File: config.mk
export PLATFORM = sky130hd
export DESIGN_NAME = datapath
export DESIGN_NICKNAME = d
export VERILOG_FILES = /design/src/rtl/datapath_pkg.sv /design/src/rtl/datapath_alu.sv /design/src/rtl/datapath.sv
export SDC_FILE = /design/constraint.sdc
export NUM_CORES = 1
export LEC_CHECK = 0
export CAP_MARGIN = 25
export CORE_MARGIN = 5
export CORE_UTILIZATION = 30
export DETAILED_ROUTE_END_ITERATION = 7
export SLEW_MARGIN = 5
export SYNTH_ARGS = -nofsm -noshare
export SYNTH_HDL_FRONTEND = slang
export SYNTH_SLANG_ARGS = --single-unit
File: constraint.sdc
create_clock -name Clock -period 6.6 [get_ports Clock]
set_clock_uncertainty 0.05 [all_clocks]
set_input_delay 0.66 -clock Clock [delete_from_list [all_inputs] [get_ports Clock]]
set_output_delay 0.66 -clock Clock [all_outputs]
set_load 0.05 [all_outputs]
File: src/rtl/datapath_pkg.sv
// datapath_pkg: shared constants for the Phase-2 CPU datapath.
//   DATA_W  - datapath width (32)
//   OP_*    - 5-bit ALU opcodes driven on CONTROL
//   word_t  - one datapath word
// Optional feature macro used by the ALU: DATAPATH_MULDIV_EN.
package datapath_pkg;

    localparam int unsigned DATA_W = 32;

    typedef logic [DATA_W-1:0] word_t;

    localparam logic [4:0] OP_ADD  = 5'b00000;
    localparam logic [4:0] OP_SUB  = 5'b00001;
    localparam logic [4:0] OP_AND  = 5'b00010;
    localparam logic [4:0] OP_OR   = 5'b00011;
    localparam logic [4:0] OP_SHR  = 5'b00100;
    localparam logic [4:0] OP_SHRA = 5'b00101;
    localparam logic [4:0] OP_SHL  = 5'b00110;
    localparam logic [4:0] OP_ROR  = 5'b00111;
    localparam logic [4:0] OP_ROL  = 5'b01000;
    localparam logic [4:0] OP_MUL  = 5'b01001;
    localparam logic [4:0] OP_NEG  = 5'b01010;
    localparam logic [4:0] OP_NOT  = 5'b01011;
    localparam logic [4:0] OP_DIV  = 5'b01100;

endpackage

File: src/rtl/datapath_alu.sv
// alu: combinational ALU for the datapath. Computes A op B, or B+1 when inc_i is set.
// Ports:
//   a_i      - operand A (Y register)
//   b_i      - operand B (bus)
//   op_i     - opcode (OP_* from datapath_pkg)
//   inc_i    - PC increment override: result = B + 1
//   result_o - result, truncated to DATA_W bits
// Macro DATAPATH_MULDIV_EN: when defined MUL/DIV are built; otherwise they return 0.
module alu
    import datapath_pkg::*;
(
    input  logic [DATA_W-1:0] a_i,
    input  logic [DATA_W-1:0] b_i,
    input  logic [4:0]        op_i,
    input  logic              inc_i,
    output logic [DATA_W-1:0] result_o
);

    logic [4:0]          shamt;
    logic [2*DATA_W-1:0] rot_src;
    logic [2*DATA_W-1:0] ror_full;
    logic [2*DATA_W-1:0] rol_full;

    assign shamt   = b_i[4:0];
    // Rotates are shifts of A concatenated with itself; the wanted half is picked below.
    assign rot_src  = {a_i, a_i};
    assign ror_full = rot_src >> shamt;
    assign rol_full = rot_src << shamt;

    always_comb begin
        result_o = '0;
        if (inc_i) begin
            result_o = b_i + DATA_W'(1);
        end else begin
            case (op_i)
                OP_ADD:  result_o = a_i + b_i;
                OP_SUB:  result_o = a_i - b_i;
                OP_AND:  result_o = a_i & b_i;
                OP_OR:   result_o = a_i | b_i;
                OP_SHR:  result_o = a_i >> shamt;
                OP_SHRA: result_o = DATA_W'($signed(a_i) >>> shamt);
                OP_SHL:  result_o = a_i << shamt;
                OP_ROR:  result_o = ror_full[DATA_W-1:0];
                OP_ROL:  result_o = rol_full[2*DATA_W-1:DATA_W];
                OP_NEG:  result_o = DATA_W'(0) - a_i;
                OP_NOT:  result_o = ~a_i;
`ifdef DATAPATH_MULDIV_EN
                OP_MUL:  result_o = a_i * b_i;
                OP_DIV:  result_o = (b_i == '0) ? '0 : (a_i / b_i);
`endif
                default: result_o = '0;
            endcase
        end
    end

endmodule

File: src/rtl/datapath.sv
// datapath: Phase-2 32-bit CPU datapath. A shared bus feeds PC, MAR, MDR, IR, Y, Z(ZLO),
// R2 and R5; the ALU computes Y op Bus into Z. An external controller drives one-hot
// out/in strobes each cycle.
// Ports:
//   Clock       - rising-edge clock
//   Clear       - asynchronous active-high reset of all registers
//   MData_In    - memory read data (MDR source when Read=1)
//   CONTROL     - ALU opcode; IncPC forces Bus+1
//   Read        - MDR input select (1: MData_In, 0: bus)
//   *_Out       - bus source selects, priority PC > MDR > ZLO > R2
//   *_In        - register load enables
//   BusMux_Out  - current bus value
// Macro DATAPATH_MULDIV_EN enables MUL/DIV in the ALU.
module datapath
    import datapath_pkg::*;
(
    input  logic              Clock,
    input  logic              Clear,
    input  logic [DATA_W-1:0] MData_In,
    input  logic [4:0]        CONTROL,
    input  logic              IncPC,
    input  logic              Read,
    input  logic              PC_Out,
    input  logic              MDR_Out,
    input  logic              ZLO_Out,
    input  logic              R2_Out,
    input  logic              PC_In,
    input  logic              MDR_In,
    input  logic              MAR_In,
    input  logic              IR_In,
    input  logic              Y_In,
    input  logic              ZLO_In,
    input  logic              R2_In,
    input  logic              R5_In,
    output logic [DATA_W-1:0] BusMux_Out
);

    word_t pc_q, mar_q, mdr_q, ir_q, y_q, z_q, r2_q, r5_q;
    word_t pc_d, mar_d, mdr_d, ir_d, y_d, z_d, r2_d, r5_d;
    word_t bus;
    word_t alu_result;

    always_comb begin
        bus = '0;
        if (PC_Out) begin
            bus = pc_q;
        end else if (MDR_Out) begin
            bus = mdr_q;
        end else if (ZLO_Out) begin
            bus = z_q;
        end else if (R2_Out) begin
            bus = r2_q;
        end
    end

    assign BusMux_Out = bus;

    alu u_alu (
        .a_i      (y_q),
        .b_i      (bus),
        .op_i     (CONTROL),
        .inc_i    (IncPC),
        .result_o (alu_result)
    );

    // Sources come only from _q registers, so a register may drive and load in one cycle.
    always_comb begin
        pc_d  = PC_In  ? bus : pc_q;
        mar_d = MAR_In ? bus : mar_q;
        mdr_d = MDR_In ? (Read ? MData_In : bus) : mdr_q;
        ir_d  = IR_In  ? bus : ir_q;
        y_d   = Y_In   ? bus : y_q;
        z_d   = ZLO_In ? alu_result : z_q;
        r2_d  = R2_In  ? bus : r2_q;
        r5_d  = R5_In  ? bus : r5_q;
    end

    always_ff @(posedge Clock or posedge Clear) begin
        if (Clear) begin
            pc_q  <= '0;
            mar_q <= '0;
            mdr_q <= '0;
            ir_q  <= '0;
            y_q   <= '0;
            z_q   <= '0;
            r2_q  <= '0;
            r5_q  <= '0;
        end else begin
            pc_q  <= pc_d;
            mar_q <= mar_d;
            mdr_q <= mdr_d;
            ir_q  <= ir_d;
            y_q   <= y_d;
            z_q   <= z_d;
            r2_q  <= r2_d;
            r5_q  <= r5_d;
        end
    end

endmodule

**Word level (Yosys, flattened, before mapping)**

Cells that the tools add are included.

- Bits in registers: 160
- Word-level logic and storage cells: 35
- Output and inout port bits: 32
- Input port bits: 53

- Mux-type cells: 7
- Equality and inequality tests: 10
- Reduce and logical (&&, ||, !) cells: 1
- Shift-type cells: 5
- Add/subtract/negate cells: 4
- Bitwise operators: 3

Operator list:

| operator | count |
|---|---|
| $pmux W32 S11 | 1 |
| $mux W32 | 6 |
| $shl A64 B5 Y64 | 1 |
| $shr A64 B5 Y32 | 1 |
| $add A32 B1 Y32 const B | 1 |
| $add A32 B32 Y32 | 1 |
| $and A32 B32 Y32 | 1 |
| $not A32 Y32 | 1 |
| $or A32 B32 Y32 | 1 |
| $shl A32 B5 Y32 | 1 |
| $shr A32 B5 Y32 | 1 |
| $sshr A32 B5 Y32 | 1 |
| $sub A1 B32 Y32 const A | 1 |
| $sub A32 B32 Y32 | 1 |
| $eq A5 B3 Y1 const B | 4 |
| $eq A5 B4 Y1 const B | 3 |
| $eq A5 B2 Y1 const B | 2 |
| $eq A5 B1 Y1 const B | 1 |
| $logic_not A5 Y1 | 1 |

**Logic depth before layout (Yosys ltp)**

- Depth after elaboration: 7
- Depth in mapped cells: 26
- Depth with buffers taken out: 20

**Cells and area by module**

From an unflattened synthesis, not the netlist that was laid out.

- Cells, all modules: 2225
- Area total of the unflattened synthesis: 18494.0 µm²

By module, submodules not included:

| module | cells each | times used | area each (µm²) | sequential area each (µm²) |
|---|---|---|---|---|
| alu | 1515 | 1 | 10390.0 | 0.0 |
| datapath | 710 | 1 | 8104.0 | 4003.8 |

**Worst setup path before layout**

Ideal clock, no wire load.

- Path type: input -> register
- Start point: in PC_Out
- End point: reg z_q[24]
- Path buffers: 6
- Stages: 22
- Required time: 6.405 ns
- Setup time: 0.145 ns
- Setup slack: 0.902 ns
- Data arrival time: 5.503 ns
- Cells stage by stage: buf_6 > buf_6 > nor2b_1 > a211o_1 > buf_2 > inv_2 > buf_6 > buf_2 > buf_1 > nor3_2 > a21oi_1 > xnor2_1 > ha_1 > a21o_1 > a21o_1 > a221oi_1 > a2111oi_0 > o2111ai_1 > or3b_2 > and3_1 > nor4_1 > o221ai_1

- Cells in the longest elaborated chain, start to end: 4

Ends and longest elaborated chain:

| what | RTL line | source |
|---|---|---|
| from (decl) | datapath.sv:23 | `input logic PC_Out,` |
| $mux W32 * | datapath.sv:45 | `if (PC_Out) begin` |
| net BusMux_Out[0] | datapath.sv:35 | `output logic [DATA_W-1:0] BusMux_Out` |
| $sub A32 B32 Y32 (tied with other cells) | datapath_alu.sv:37 | `OP_SUB: result_o = a_i - b_i;` |
| $pmux W32 S11 | datapath_alu.sv:35 | `case (op_i)` |
| $mux W32 * | datapath_alu.sv:32 | `if (inc_i) begin` |
| to (signal assigned) | datapath.sv:94 | `z_q <= z_d;` |
| to (decl) | datapath.sv:38 | `word_t pc_q, mar_q, mdr_q, ir_q, y_q, z_q, r2_q, r5_q;` |

The timed path passes the listed nets; every way through them passes the cells marked *.
A chain may end at the register's enable or synchronous reset.

**Worst setup path after layout**

- Start point: in R2_Out
- End point: reg z_q[30]

- Cells in the longest elaborated chain, start to end: 7

Ends and longest elaborated chain:

| what | RTL line | source |
|---|---|---|
| from (decl) | datapath.sv:26 | `input logic R2_Out,` |
| $mux W32 * | datapath.sv:51 | `end else if (R2_Out) begin` |
| $mux W32 * | datapath.sv:49 | `end else if (ZLO_Out) begin` |
| $mux W32 * | datapath.sv:47 | `end else if (MDR_Out) begin` |
| $mux W32 * | datapath.sv:45 |  |
| $sub A32 B32 Y32 (tied with other cells) | datapath_alu.sv:37 |  |
| $pmux W32 S11 | datapath_alu.sv:35 |  |
| $mux W32 * | datapath_alu.sv:32 |  |

Mark *: on every way between the ends. The rest lies on a longest branch, timed or not.

==> impl_metrics.tcl <==
set metrics [dict create \
    seqPwrFrac 0.223 \
    min_period_over_period 0.968 \
    critPathLaunchType "primary input" \
    synth.ff_latch_count 160 \
    cts_buffers 17 \
    dp_hpwl_mm 86.3 \
    synth_nets 2439 \
    path_cells "clkdlybuf4s50_1 > buf_4 > nand2_1 > o211ai_1 > o221a_2 > or4_4 > nor3_2 > nand2_1 > or2_1 > o31ai_1 > xnor2_1 > ha_1 > nand2_1 > o21ai_0 > a311oi_1 > and3_1 > o21ai_0 > o2111ai_1 > nor4_1 > o21ai_1" \
    worstPathArrival_ns 6.67 \
    synthSimpleGateAreaFrac 0.180 \
    wl_per_cell_um 35.9 \
    fp.dieW_um 257 \
    synth_top_family_by_area "compound AO/OA/AOI/OAI gates" \
    hp-class "reg2reg" \
    root_buffer "clkbuf_16" \
    ys_seq_area_frac 0.219 \
    path_clk_slew_ns 0.07 \
    rows 90 \
    route.vias.total 21500 \
    path_buf_inv 2 \
    drt_iter0_drc 2773 \
    cts_setup_buffers 0 \
    finalPower_w 0.00683 \
    htreeDepth 4 \
    syn_area_sq_um 18300 \
    vias_per_cell 6.76 \
    fp.dieArea_sq_um 65900 \
    critPathMostFrequentCell "nand2_1" \
    portBuffers 81 \
    dieHeight_um 257 \
    clock_path_buffers 2 \
    synth_flop_cell "dfrtp_1" \
    cap_violations 0 \
    internal_power_w 0.00309 \
    antenna_found_initial 9 \
    synth_edf_count 0 \
    grt.overflow.total 0 \
    async_flop_share 1.00 \
    grt_pass1_vias 20200 \
    coreArea_sq_um 60400 \
    fin_crit_ns 6.39 \
    grt_first_pass_wirelength_mm 159 \
    clkLatencyLatePin_ns 0.47 \
    fin_hold_ws_ns 0.453 \
    ios 85 \
    ant_nets 0 \
    power_per_cell_area_nw_per_um2 326 \
    power_frac_comb 0.622 \
    worstSetupPathType "in2reg" \
    finalSetupTns_ns 0 \
    status "completed" \
    crit_path_top_delay_cell "clkdlybuf4s50_1" \
    rsz0062_at_grt "false" \
    ys_types 101 \
    drive_above_1_share 0.142 \
    syn_area_per_cell_sq_um 7.78 \
    setup_violations 0 \
    cts_tree "done" \
    ir_drop_uv 197 \
    switching_share 0.547 \
    yosys.area_share.xor_xnor 0.0422 \
    p_leak_nw 8.02 \
    drc 0 \
    drtPass1Iterations 7 \
    grt_max_degree 100 \
    path_delay_family "simple AND/OR/NAND/NOR gates" \
    worst_pin_slew_ns 1.36 \
    holdBufCountCts 0 \
    area_growth_pct 14.6 \
    synth_compound_area_frac 0.313 \
    cts.repair.resized 0 \
    slew-limit-headroom 0.0934 \
    muxShareOfSynthArea 0.150 \
    clkSinkCount 160 \
    drt_wl_total_mm 114 \
    p_sw_w 0.00373 \
    crit_required_ns 6.88 \
    slew_viol_final 0 \
    grt.total_usage 0.330 \
    crit_fanout 23 \
    synth_warnings 0 \
    crit_path_max_incr_delay_ns 0.69 \
    syn_inst 2348 \
    fmax_ghz 0.156 \
    fin_nets 2480 \
    gp_congestion 1.09 \
    pwr-share-clk 0.155 \
    final_hold_viol_count 0 \
    initial_core_util 0.302 \
    cp-end-kind "register" \
    synthAdderAreaFrac 0.0265 \
]
-- path summary, 6_finish.rpt --
kind	startpoint	to	slack [ns]	depth (start not counted)
min reg2reg	pc_q[20]$_DFFE_PP0P_	pc_q[20]$_DFFE_PP0P_	0.45	1
min in group asynchronous	Clear	mdr_q[20]$_DFFE_PP0P_	0.46	2
min	pc_q[20]$_DFFE_PP0P_	pc_q[20]$_DFFE_PP0P_	0.45	1
max	R2_Out	z_q[30]$_DFFE_PP0P_	0.21	20
max in group asynchronous	Clear	mdr_q[29]$_DFFE_PP0P_	4.91	3
max reg2reg	z_q[3]$_DFFE_PP0P_	z_q[30]$_DFFE_PP0P_	0.69	20
-- Yosys cell counts, types with 10 or more instances --
library cell	count	area (sq um)
buf_1	17	63.8
o221ai_1	22	193
nand2_1	244	916
o21ai_0	137	686
xnor2_1	58	508
xor2_1	30	263
buf_6	11	124
buf_4	18	135
o31ai_1	13	97.6
o32ai_1	11	96.3
dfrtp_1	160	4000
nor4_1	15	93.8
nand4_1	16	100
and3_1	10	62.6
a31oi_1	38	238
mux2i_1	185	1850
o22ai_1	46	288
a21oi_1	201	1010
mux2_2	77	867
or3_1	16	100
clkbuf_1	125	469
a221oi_1	22	193
a211oi_1	86	646
or4_1	12	90.1
ha_1	37	463
nor2_1	190	713
a2111oi_0	31	272
a221o_1	10	100
nor3_1	48	240
inv_1	41	154
nor2b_1	16	100
nand3b_1	10	75.1
nand3_1	44	220
buf_2	51	255
a211o_1	10	87.6
o211ai_1	42	315
o221a_2	11	124
a21o_1	13	97.6
nand2b_1	17	106
a22oi_1	18	135
o2111ai_1	25	219
-- worst reg2reg max path, delay by kind of cell (launching register included) --
kind,cells,cell delay (ns)
simple gates,8,2.16
xor+xnor,1,0.11
fa+ha+maj,1,0.43
compound gates,8,2.21
flops,1,0.54
buf+inv,2,0.26
-- power by group through the flow --
stage                     sequential, W  combinational [W]  clock (W)
after floorplan                 0.00129            0.00261          0
after global placement          0.00151            0.00410          0
after detailed placement        0.00151            0.00409          0
after CTS                       0.00149            0.00410    0.00107
after global routing            0.00152            0.00441    0.00111
final                           0.00153            0.00424    0.00106
-- flip-flops by register name (all words and copies together), names as in the netlist --
register  cells
r2_q         32
z_q          32
mdr_q        32
pc_q         32
y_q          32
-- metal layers --
layer / global-route usage / wire length [um] / up-vias
met1: 0.432 / 45100 / 10600
met3: 0.0687 / 11100 / 386
met5: 0 / 38 / -
met4: 0.200 / 9030 / 6
li1: - / - / 9019
met2: 0.500 / 49100 / 1491
-- through the flow --
step | utilization | std cells | worst slack (ns) | cell area, sq um
2_1_floorplan | - | 2348 | 0.902 | 18300
3_3_place_gp | 0.335 | 3143 | 0.0572 | 20200
3_5_place_dp | 0.335 | 3147 | 0.0297 | 20200
4_1_cts | 0.345 | 3179 | 0.523 | 20800
5_1_grt | 0.347 | 3184 | 0.154 | 20900
6_report | 0.347 | 3187 | 0.209 | 20900
-- area by class of cell --
class                   instances  area (sq um)
repair buffers                244          2060
clock inverters                14           163
flip-flops and latches        160          4000
diodes                          3          7.51
fillers                      6421         39400
multi-input cells            1911         13100
inverters                      55           215
well taps                     782           978
clock buffers                  18           439
-- cells in the final DEF (no fill, tap or decap), types with 37 or more instances in the layout --
cell	Yosys	routed
o211ai_1	42	42
xnor2_1	58	58
inv_1	41	40
nand2_1	244	244
dfrtp_1	160	160
ha_1	37	37
mux2i_1	185	185
o22ai_1	46	46
a211oi_1	86	86
nand3_1	44	44
clkdlybuf4s50_1	0	72
o21ai_0	137	136
mux2_2	77	77
nor3_1	48	47
nor2_1	190	188
a21oi_1	201	201
buf_4	18	156
-- cell families after synthesis --
kind of cell / Yosys count
AOI/OAI and AO/OA: 831
and+or+nand+nor: 691
buffers and inverters: 277
muxes: 263
DFF: 160
xor gates and xnor gates: 88
adders and majority gates: 38
(Power assumes the default switching activity.)
